## src/rtl/udp_packer_pkg.sv

```systemverilog
// Shared types and constants for the UDP sample packer.
// Issue-FSM states, pack-slot encodings and the packet header magic.
package udp_packer_pkg;

    typedef enum logic [2:0] {
        ST_IDLE,
        ST_PUSH,
        ST_GUARD,
        ST_FLUSH,
        ST_FGUARD
    } issue_state_e;

    localparam logic [15:0] HEADER_MAGIC = 16'hA55A;

    localparam logic [1:0] SLOT_HI  = 2'd0;
    localparam logic [1:0] SLOT_MID = 2'd1;
    localparam logic [1:0] SLOT_LO  = 2'd2;

    // Zero the slots that have not been filled yet.
    function automatic logic [47:0] pad_word(
        input logic [47:0] word,
        input logic [1:0]  slot
    );
        logic [47:0] w_out;
        w_out = word;
        if (slot == SLOT_MID) begin
            w_out = {word[47:32], 32'h0};
        end else if (slot == SLOT_LO) begin
            w_out = {word[47:16], 16'h0};
        end
        return w_out;
    endfunction

endpackage

```

## src/rtl/packer_word_fifo.sv

```systemverilog
// Synchronous show-ahead FIFO for packed 48-bit words.
// rd_data always presents the oldest entry while the FIFO is not empty.
module packer_word_fifo #(
    parameter int DEPTH = 8
) (
    input  logic                   clk,
    input  logic                   reset_n,
    input  logic                   wr_en,
    input  logic [47:0]            wr_data,
    input  logic                   rd_en,
    output logic [47:0]            rd_data,
    output logic                   full,
    output logic                   empty,
    output logic [$clog2(DEPTH):0] count
);
    localparam int AW = $clog2(DEPTH);
    localparam logic [AW:0] FULL_CNT = DEPTH[AW:0];

    logic [47:0]   r_mem [DEPTH];
    logic [AW-1:0] r_wptr;
    logic [AW-1:0] r_rptr;
    logic [AW:0]   r_count;
    logic          w_wr;
    logic          w_rd;

    assign full    = (r_count == FULL_CNT);
    assign empty   = (r_count == '0);
    assign count   = r_count;
    assign rd_data = r_mem[r_rptr];
    assign w_wr    = wr_en && !full;
    assign w_rd    = rd_en && !empty;

    always_ff @(posedge clk) begin
        if (w_wr) begin
            r_mem[r_wptr] <= wr_data;
        end
    end

    always_ff @(posedge clk or negedge reset_n) begin
        if (!reset_n) begin
            r_wptr  <= '0;
            r_rptr  <= '0;
            r_count <= '0;
        end else begin
            if (w_wr) begin
                r_wptr <= r_wptr + AW'(1);
            end
            if (w_rd) begin
                r_rptr <= r_rptr + AW'(1);
            end
            if (w_wr && !w_rd) begin
                r_count <= r_count + (AW+1)'(1);
            end else if (w_rd && !w_wr) begin
                r_count <= r_count - (AW+1)'(1);
            end
        end
    end

endmodule

```

## src/rtl/udp_sample_packer.sv

```systemverilog
// Packs 16-bit samples three per 48-bit word and streams them to the W5500 UDP controller.
// Define UDP_PACKER_SEQ_HEADER_EN to prefix each packet with {A55A, seq[31:0]}.
module udp_sample_packer
    import udp_packer_pkg::*;
#(
    parameter int WORDS_PER_PACKET = 40,
    parameter int FIFO_DEPTH       = 8,
    parameter int FLUSH_TIMEOUT    = 100000
) (
    input  logic        clk,
    input  logic        reset_n,
    input  logic        sample_valid,
    input  logic [15:0] sample,
    output logic        sample_ready,
    input  logic        wiz_available,
    output logic        wiz_data_valid,
    output logic [47:0] wiz_data,
    output logic        wiz_flush_requested,
    output logic [15:0] dropped_count,
    output logic [15:0] packets_sent
);
    localparam int WCW = $clog2(WORDS_PER_PACKET + 1);
    localparam int TCW = $clog2(FLUSH_TIMEOUT);
    localparam int CW  = $clog2(FIFO_DEPTH) + 1;
`ifdef UDP_PACKER_SEQ_HEADER_EN
    localparam int HDR_WORDS = 1;
`else
    localparam int HDR_WORDS = 0;
`endif

    issue_state_e   r_state;
    issue_state_e   w_next;
    logic [1:0]     r_slot;
    logic [47:0]    r_word;
    logic           r_wr_en;
    logic [47:0]    r_wr_data;
    logic [WCW-1:0] r_words;
    logic [TCW-1:0] r_tcnt;
    logic           r_tflush;
    logic [15:0]    r_drop;
    logic [15:0]    r_pkts;
    logic           r_valid;
    logic [47:0]    r_data;
    logic           r_flush;

    logic [47:0]    w_fifo_rd;
    logic           w_fifo_full;
    logic           w_fifo_empty;
    logic [CW-1:0]  w_fifo_count;
    logic           w_pop;
    logic           w_accept;
    logic           w_pad;
    logic           w_pkt_full;
    logic           w_has_data;
    logic           w_drained;
    logic           w_tflush_go;
    logic           w_tflush_clr;
    logic           w_pending;
    logic           w_fire;
    logic           w_need_hdr;
    logic [47:0]    w_push_word;

    packer_word_fifo #(
        .DEPTH (FIFO_DEPTH)
    ) u_fifo (
        .clk     (clk),
        .reset_n (reset_n),
        .wr_en   (r_wr_en),
        .wr_data (r_wr_data),
        .rd_en   (w_pop),
        .rd_data (w_fifo_rd),
        .full    (w_fifo_full),
        .empty   (w_fifo_empty),
        .count   (w_fifo_count)
    );

    assign w_pkt_full = (r_words == WCW'(WORDS_PER_PACKET));
    assign w_has_data = (r_words > WCW'(HDR_WORDS));
    assign w_drained  = (w_fifo_count == '0) && !r_wr_en;

    // A pending timeout closes the partial word before packing resumes.
    assign w_pad = r_tflush && (r_slot != SLOT_HI) && !w_fifo_full && !r_wr_en;
    assign sample_ready = !w_pad && !((r_slot == SLOT_LO) && w_fifo_full);
    assign w_accept = sample_valid && sample_ready;

    assign w_tflush_go  = r_tflush && w_drained && (r_slot == SLOT_HI) && w_has_data;
    assign w_tflush_clr = r_tflush && w_drained && (r_slot == SLOT_HI) && !w_has_data;

    assign w_pending = (r_state == ST_IDLE) && !r_tflush &&
                       (w_has_data || (r_slot != SLOT_HI));
    assign w_fire    = w_pending && (r_tcnt == TCW'(FLUSH_TIMEOUT - 1));

`ifdef UDP_PACKER_SEQ_HEADER_EN
    logic [31:0] r_seq;

    assign w_need_hdr  = (r_words == '0);
    assign w_push_word = w_need_hdr ? {HEADER_MAGIC, r_seq} : w_fifo_rd;

    always_ff @(posedge clk or negedge reset_n) begin
        if (!reset_n) begin
            r_seq <= '0;
        end else if (r_state == ST_FLUSH) begin
            r_seq <= r_seq + 32'd1;
        end
    end
`else
    assign w_need_hdr  = 1'b0;
    assign w_push_word = w_fifo_rd;
`endif

    always_ff @(posedge clk or negedge reset_n) begin
        if (!reset_n) begin
            r_slot    <= SLOT_HI;
            r_word    <= '0;
            r_wr_en   <= 1'b0;
            r_wr_data <= '0;
        end else begin
            r_wr_en <= 1'b0;
            if (w_pad) begin
                r_wr_en   <= 1'b1;
                r_wr_data <= pad_word(r_word, r_slot);
                r_slot    <= SLOT_HI;
            end else if (w_accept) begin
                unique case (r_slot)
                    SLOT_HI: begin
                        r_word[47:32] <= sample;
                        r_slot        <= SLOT_MID;
                    end
                    SLOT_MID: begin
                        r_word[31:16] <= sample;
                        r_slot        <= SLOT_LO;
                    end
                    default: begin
                        r_wr_en   <= 1'b1;
                        r_wr_data <= {r_word[47:16], sample};
                        r_slot    <= SLOT_HI;
                    end
                endcase
            end
        end
    end

    // Full-packet flush outranks a pop so a packet never overruns.
    always_comb begin
        w_next = r_state;
        w_pop  = 1'b0;
        unique case (r_state)
            ST_IDLE: begin
                if (wiz_available) begin
                    if (w_pkt_full) begin
                        w_next = ST_FLUSH;
                    end else if (!w_fifo_empty) begin
                        w_next = ST_PUSH;
                        w_pop  = !w_need_hdr;
                    end else if (w_tflush_go) begin
                        w_next = ST_FLUSH;
                    end
                end
            end
            ST_PUSH:  w_next = ST_GUARD;
            ST_GUARD: w_next = ST_IDLE;
            ST_FLUSH: w_next = ST_FGUARD;
            default:  w_next = ST_IDLE;
        endcase
    end

    always_ff @(posedge clk or negedge reset_n) begin
        if (!reset_n) begin
            r_state <= ST_IDLE;
            r_valid <= 1'b0;
            r_data  <= '0;
            r_flush <= 1'b0;
            r_words <= '0;
            r_pkts  <= '0;
        end else begin
            r_state <= w_next;
            r_valid <= (w_next == ST_PUSH);
            r_flush <= (w_next == ST_FLUSH);
            if (w_next == ST_PUSH) begin
                r_data <= w_push_word;
            end
            if (r_state == ST_PUSH) begin
                r_words <= r_words + WCW'(1);
            end else if (r_state == ST_FLUSH) begin
                r_words <= '0;
                r_pkts  <= r_pkts + 16'd1;
            end
        end
    end

    always_ff @(posedge clk or negedge reset_n) begin
        if (!reset_n) begin
            r_tcnt   <= '0;
            r_tflush <= 1'b0;
            r_drop   <= '0;
        end else begin
            if (w_accept || (r_state == ST_PUSH) || w_fire) begin
                r_tcnt <= '0;
            end else if (w_pending) begin
                r_tcnt <= r_tcnt + TCW'(1);
            end
            if (r_state == ST_FLUSH) begin
                r_tflush <= 1'b0;
            end else if (w_fire) begin
                r_tflush <= 1'b1;
            end else if (w_tflush_clr) begin
                r_tflush <= 1'b0;
            end
            if (sample_valid && !sample_ready && (r_drop != 16'hFFFF)) begin
                r_drop <= r_drop + 16'd1;
            end
        end
    end

    assign wiz_data_valid      = r_valid;
    assign wiz_data            = r_data;
    assign wiz_flush_requested = r_flush;
    assign dropped_count       = r_drop;
    assign packets_sent        = r_pkts;

endmodule

```

## config.mk

```make
export PLATFORM = sky130hd
export DESIGN_NAME = udp_sample_packer
export DESIGN_NICKNAME = d
export VERILOG_FILES = /design/src/rtl/udp_packer_pkg.sv /design/src/rtl/packer_word_fifo.sv /design/src/rtl/udp_sample_packer.sv
export SDC_FILE = /design/constraint.sdc
export NUM_CORES = 1
export LEC_CHECK = 0
export CORE_UTILIZATION = 32
export CTS_CLUSTER_DIAMETER = 80
export CTS_CLUSTER_SIZE = 28
export DETAILED_ROUTE_END_ITERATION = 12
export PLACE_DENSITY = 0.47
export SYNTH_ARGS = -nofsm -noshare
export SYNTH_HDL_FRONTEND = slang
export SYNTH_SLANG_ARGS = --single-unit
export TNS_END_PERCENT = 20
```

## constraint.sdc

```tcl
create_clock -name clk -period 7.5 [get_ports clk]
set_input_delay 0.75 -clock clk [delete_from_list [all_inputs] [get_ports clk]]
set_output_delay 0.75 -clock clk [all_outputs]
set_load 0.02 [all_outputs]
```

== Yosys cells after proc, flatten, opt, wreduce, memory -nomap -nowiden ==
Memory sizes are Yosys's and may differ from the RTL's. A register that Yosys moved wholly into a read port is not among the register bits.
Cells that the tools add are included.
Storage, ports and cells
  logic and storage cells: 118
  register bits: 154
  output and inout port bits: 83
  memory bits (read-only): 0
  bits in latches: 0
  RAM bits: 384
  memories: 1
Memories
  u_fifo.r_mem: depth 8, bits a word 48, read ports 1, clocked after Yosys merged registers in 1, write ports 1, RTL line packer_word_fifo.sv:19  | logic [47:0] r_mem [DEPTH];
Cells by class
  add/subtract/negate cells: 8
  $mul: 0
  shift-type cells: 0
  eq/ne operators: 11
  bitwise logic cells: 2
  mux-type cells: 31
  magnitude comparators: 1
  reductions and logical operators: 48
  divide/modulo/power cells: 0
Operator list (count)
  48-bit 2-to-1 mux: 3
  17-bit 2-to-1 mux: 2
  16-bit by 1-bit adder with 16-bit output (second input constant): 2
  32-bit 2-to-1 mux: 1
  1-bit logical AND: 20
  17-bit by 1-bit adder with 17-bit output (second input constant): 1
  17-bit == test (second input constant): 1
  16-bit 2-to-1 mux: 1
  16-bit inequality test (second input constant): 1
  1-bit 2-to-1 mux: 12
  3-bit 2-to-1 mux: 4
  6-bit 2-to-1 mux: 2
  1-bit logical NOT: 11
  2-bit nonzero test: 5
  3-bit case mux with 3 select lines: 1
  4-bit 2-to-1 mux: 2
  3-bit by 1-bit adder with 3-bit output (second input constant): 2
  6-bit by 1-bit adder with 6-bit output (second input constant): 1
  3-bit by 1-bit == test with 1-bit output (second input constant): 2
  3-bit by 2-bit == test with 1-bit output (second input constant): 2
  6-bit == test (second input constant): 1
  6-bit by 1-bit greater-than comparator with 1-bit output (second input constant): 1
  3-bit AND reduction: 2
  4-bit by 1-bit adder with 4-bit output (second input constant): 1
  15 further kinds: 20

== Logic depth before layout (Yosys ltp) ==
  depth after elaboration: 11
  depth in mapped cells: 15

== Modules after synthesis ==
From an unflattened synthesis, not the netlist that was laid out.
Unflattened totals
  cells, all modules: 1305
  area, all modules: 23174.7 µm²
Modules (own cells, without submodules)
  packer_word_fifo: cells each 619, area each 15127.0 µm², times used 1
  udp_sample_packer: cells each 686, area each 8047.7 µm², times used 1

== Worst setup path after synthesis ==
Ideal clock, no wire load.
  path type: register -> register
  start point: register u_fifo.r_count[0], in the netlist u_fifo.count[0]
  end point: memory u_fifo.r_mem[2][0] (enable)
  setup time: 0.590 ns
  data arrival time: 5.914 ns
  clock period less this slack: 6.503 ns
  path slack: 0.997 ns
  stages on the path, launching flop included: 5
  path buffers: 1
  required time: 6.910 ns
  path through: dfrtp_1 > or4b_1 > buf_2 > nand2_1 > nor4b_1
On the way
  word-level cells in the longest chain between the ends: 5
Ends and longest elaborated chain
  start, declared: RTL line packer_word_fifo.sv:22  | logic [AW:0] r_count;
  start signal, assigned: RTL line packer_word_fifo.sv:52  | r_count <= r_count + (AW+1)'(1);
  start signal, assigned: RTL line packer_word_fifo.sv:54  | r_count <= r_count - (AW+1)'(1);
  4-bit == test: RTL line packer_word_fifo.sv:26  | assign full = (r_count == FULL_CNT);
  1-bit logical NOT: RTL line packer_word_fifo.sv:30  | assign w_wr = wr_en && !full;
  1-bit logical AND: RTL line packer_word_fifo.sv:30
  1-bit 2-to-1 mux: RTL line packer_word_fifo.sv:34  | if (w_wr) begin
  1-bit 2-to-1 mux (implied by the code): RTL line packer_word_fifo.sv:35  | r_mem[r_wptr] <= wr_data;
  end, declared: RTL line packer_word_fifo.sv:19
No other way between the ends.

== Worst setup path in the final report ==
  start point: register u_fifo.r_count[0], in the netlist u_fifo.count[0]
  end point: output port sample_ready
On the way
  word-level cells in the longest chain between the ends: 6
  elaborated cells on any way between the ends: 8
  those cells by class: eq/ne (1); reduce/logical (7)
Ends and longest elaborated chain
  4-bit == test (*): RTL line packer_word_fifo.sv:26
  1-bit logical NOT: RTL line udp_sample_packer.sv:82  | assign w_pad = r_tflush && (r_slot != SLOT_HI) && !w_fifo_full && !r_wr_en;
  1-bit logical AND (2 in a row): RTL line udp_sample_packer.sv:82
  1-bit logical NOT: RTL line udp_sample_packer.sv:83  | assign sample_ready = !w_pad && !((r_slot == SLOT_LO) && w_fifo_full);
  1-bit logical AND (*): RTL line udp_sample_packer.sv:83
  end, declared: RTL line udp_sample_packer.sv:14  | output logic sample_ready,
Mark *: on every way between the ends. The rest lies on a longest branch, timed or not.

==> impl_results.md <==
- FF+latch count, synth: between 500 and 600
- GRT Util Overall: approximately 14%
- MaxCap Viol Count: 0
- CP endpoint kind: primary output
- EDFF count, synth: 384
- CP max FO: 6
- GRT overflow: 0
- Dominant cell type by area after synthesis: edfxtp_1
- CP cell instances: or4b_1 -> mux2i_2 -> nand2_1 -> clkdlybuf4s50_1
- Clock Sink Count: roughly 590
- Top post-synthesis cells by area: edfxtp_1, dfrtp_1, mux4_2, mux2i_1, nand2_1
- CP delay by family, top: simple AND/OR/NAND/NOR gates
- RSZ-0062 raised after global routing: no
- Async set-reset flop share out of synthesis: 34.5%
- Synth Cell Area: around 23000 µm²
- Synthesized area per cell: between 15 and 20 µm²
- Max Fclk: ~280 MHz
- Vias in the first global route: 12219
- Core Box Area: about 70000 µm²
- Top Metal Used: met5
- Count leader, synth: edfxtp_1
- Post-synthesis cell count: between 1000 and 1500
- Root Driver: clkbuf_16
- Fin crit period: between 3 and 4 ns
- Final Skew: 0.0199 ns
- CP Buf/Inv Count: 1
- Resized cells post-CTS: 0
- Maximum vdd drop: between 200 and 300 µV
- Pint: between 6000 and 7000 µW
- P_leak: 0.00923 µW
- Fin. Hold Viols: 0
- Layout cell share with drive strength beyond 1: 15.2%
- Syn nets: approximately 1400
- Post-cts hold buffer count: 0
- Net Sw Frac: about a third
- Kind of critical path: flip-flop to primary output
- Critical R2R Launch: u_fifo.count[0]$_DFFE_PN0P_
- Critical Path Sink: sample_ready
- Via count: between 10000 and 15000
- DIE AREA: roughly 73000 µm²
- Drt via density: between 4 and 5
- Fin crit share: 47.1%
- Critical Path RT: between 6 and 7 ns
- Largest net degree at the start of global routing: 133
- Max_slew headroom: a little under a quarter
- Drc violations: 0
- Setup repair bufs after CTS: 0
- Final ANT Viol Nets: 0
- Final setup margin: about 4 ns
- PortBufs: approximately 100
- Comb power frac: 28.3%
- First-pass GRT wire length: 76.9 mm
- CP startpoint: u_fifo.count[0]$_DFFE_PN0P_
- WL per Instance: ~21 µm
- Site Rows: 97
- Slew Limit Fails: 0
- Endpoint of the worst-slack reg-to-reg timing path: u_fifo.count[3]$_DFFE_PN0P_
- Final Power: ~10000 µW
- Seq pwr share: 51.5%
- R2R depth: 12
- Crit path depth: 4
- CTS Buffer Depth: 3
- Clock power share: 20.3%
- Count of final setup violators: 0
- Largest stage delay, worst path: 0.71 ns
- Final net count: ~1500
- Initial drt markers: just under 700
- Worst-margin pin slew: around 1.1 ns
- Worst min-delay path category: primary input to asynchronous set/reset pin
- Sw Pwr: 3330 µW
- Setup TNS: 0 ns
- Clk_lat worst skew: between 0.6 and 0.7 ns
- Critical Path Start Type: flip-flop
- Final Wtd Congestion: 0.745
- Critical path data arrival time: 2.78 ns
- Post-synth top cells: edfxtp_1, dfrtp_1, nand2_1, mux4_2, nor2_1
- Initial antenna violation count: 4
- Metal1 wirelength: 23.1 mm
- Critical path's slowest cell: or4b_1
- Sequential cell area: 16600 µm²
- Chip height: around 270 µm
- Die width: around 270 µm
- Drt total wl: between 50 and 60 mm
- FILL cells: 6635
- Seq/Total Area, Yosys: approximately 72%
- CTS Buf Count: 31
- Status: finished clean
- WL met2: about 24 mm
- Initial Util: between 30 and 40%
- R2R Setup Slk: ~4.2 ns
- First-pass DRT Iterations: 5
- P per Cell Area: roughly 380 nW/µm²
- TritonCTS clock tree: yes
- Worst-path clk slew: 0.11 ns
- Multi-input logic area: between 6000 and 7000 µm²
- Yosys cell types: about 60
- Worst slack, placed: 3.94 ns
- Final cell utilization of the core: about 37%
- Yosys top cell area share: between 50 and 60%
- I/O pin count: roughly 100
- Final HPWL from detailed placement: between 20 and 30 mm
- Post-synth top flop: edfxtp_1
- Htree depth: 1
- Met3 WL: roughly 2.0 mm
- Area delta synth->final: 14.5%
- YS warnings: 16
[sequential cells by signal, summed over array words and instances, names as in the netlist]
signal / flops
r_tflush: 1
u_fifo.r_mem: 384
u_fifo.r_wptr: 3
r_slot: 2
wiz_data: 48
r_word: 32
r_wr_data: 48
u_fifo.r_rptr: 3
wiz_flush_requested: 1
packets_sent: 16
r_tcnt: 17
r_words: 6
dropped_count: 16
wiz_data_valid: 1
r_wr_en: 1
u_fifo.count: 4
r_state: 3
[through the flow]
step                      area (µm²)  hold slack (ns)  instances
after global placement         25100            0.450       2354
after global routing           26200            0.128       2411
after detailed placement       25100            0.459       2354
final                          26200           0.0957       2412
after CTS                      26200           0.0957       2411
after floorplan                22900            0.439       1355
[layout make-up]
| class | instances | area share [%] |
|---|---|---|
| clock buffers | 38 | 3.22 |
| clock inverters | 19 | 0.945 |
| diodes | 1 | 0.00955 |
| multi-input cells | 689 | 23.2 |
| inverters | 12 | 0.172 |
| flip-flops and latches | 586 | 63.3 |
| repair buffers | 127 | 4.68 |
| well taps | 940 | 4.49 |
[worst register-to-register path: cells and delay by family, from the launching register on]
family,cells,cell delay (ns)
adder cells (fa/ha/maj),2,0.46
flip-flops,1,0.47
buffers and inverters,3,0.50
AND/OR/NAND/NOR,2,1.05
XOR/XNOR,2,0.28
AO/OA/AOI/OAI,3,0.39
[cells by family after synthesis]
kind of cell               share of synthesized area [%]
buffers and inverters                               1.44
AOI/OAI and AO/OA                                   2.86
and+or+nand+nor                                     6.62
xor gates and xnor gates                            1.45
adders and majority gates                          0.634
muxes                                               14.5
DFF                                                 72.5
[cells in the final DEF (no fill, tap or decap), types with 14 or more instances in the layout]
master	n
edfxtp_1	384
dfrtp_1	199
nand2_1	128
clkdlybuf4s50_1	101
mux4_2	96
nor2_1	90
a21oi_1	82
mux2i_1	67
clkbuf_16	32
buf_4	24
mux2_1	19
xnor2_1	19
xor2_1	19
nor3_1	16
nand3_1	14
[routing by layer]
layer / up-vias / global-route usage [%]
met4: 4 / 2.54
met1: 6151 / 19.0
met5: - / 0
met2: 167 / 23.4
li1: 5306 / -
met3: 41 / 2.22
[power groups by stage]
stage	Clock (µW)	Combinational [µW]	Sequential, µW
after floorplan	0	1910	5040
after global placement	0	2880	5200
after detailed placement	0	2900	5230
after CTS	2110	2910	5160
after global routing	2210	3100	5260
final	2020	2820	5130
[worst min path at each step]
stage / from / endpoint / slack (ns)
global placement: r_word[40]$_DFFE_PN0P_ / r_wr_data[40]$_DFFE_PN0P_ / 0.45
global route: reset_n / wiz_data[13]$_DFFE_PN0N_ / 0.13
detailed placement: r_word[47]$_DFFE_PN0P_ / r_wr_data[47]$_DFFE_PN0P_ / 0.46
finish: reset_n / wiz_data[13]$_DFFE_PN0N_ / 0.1
CTS: reset_n / wiz_data[13]$_DFFE_PN0N_ / 0.1
floorplan: r_word[38]$_DFFE_PN0P_ / r_wr_data[38]$_DFFE_PN0P_ / 0.44
No activity file was read; power rests on OpenSTA's default activity.
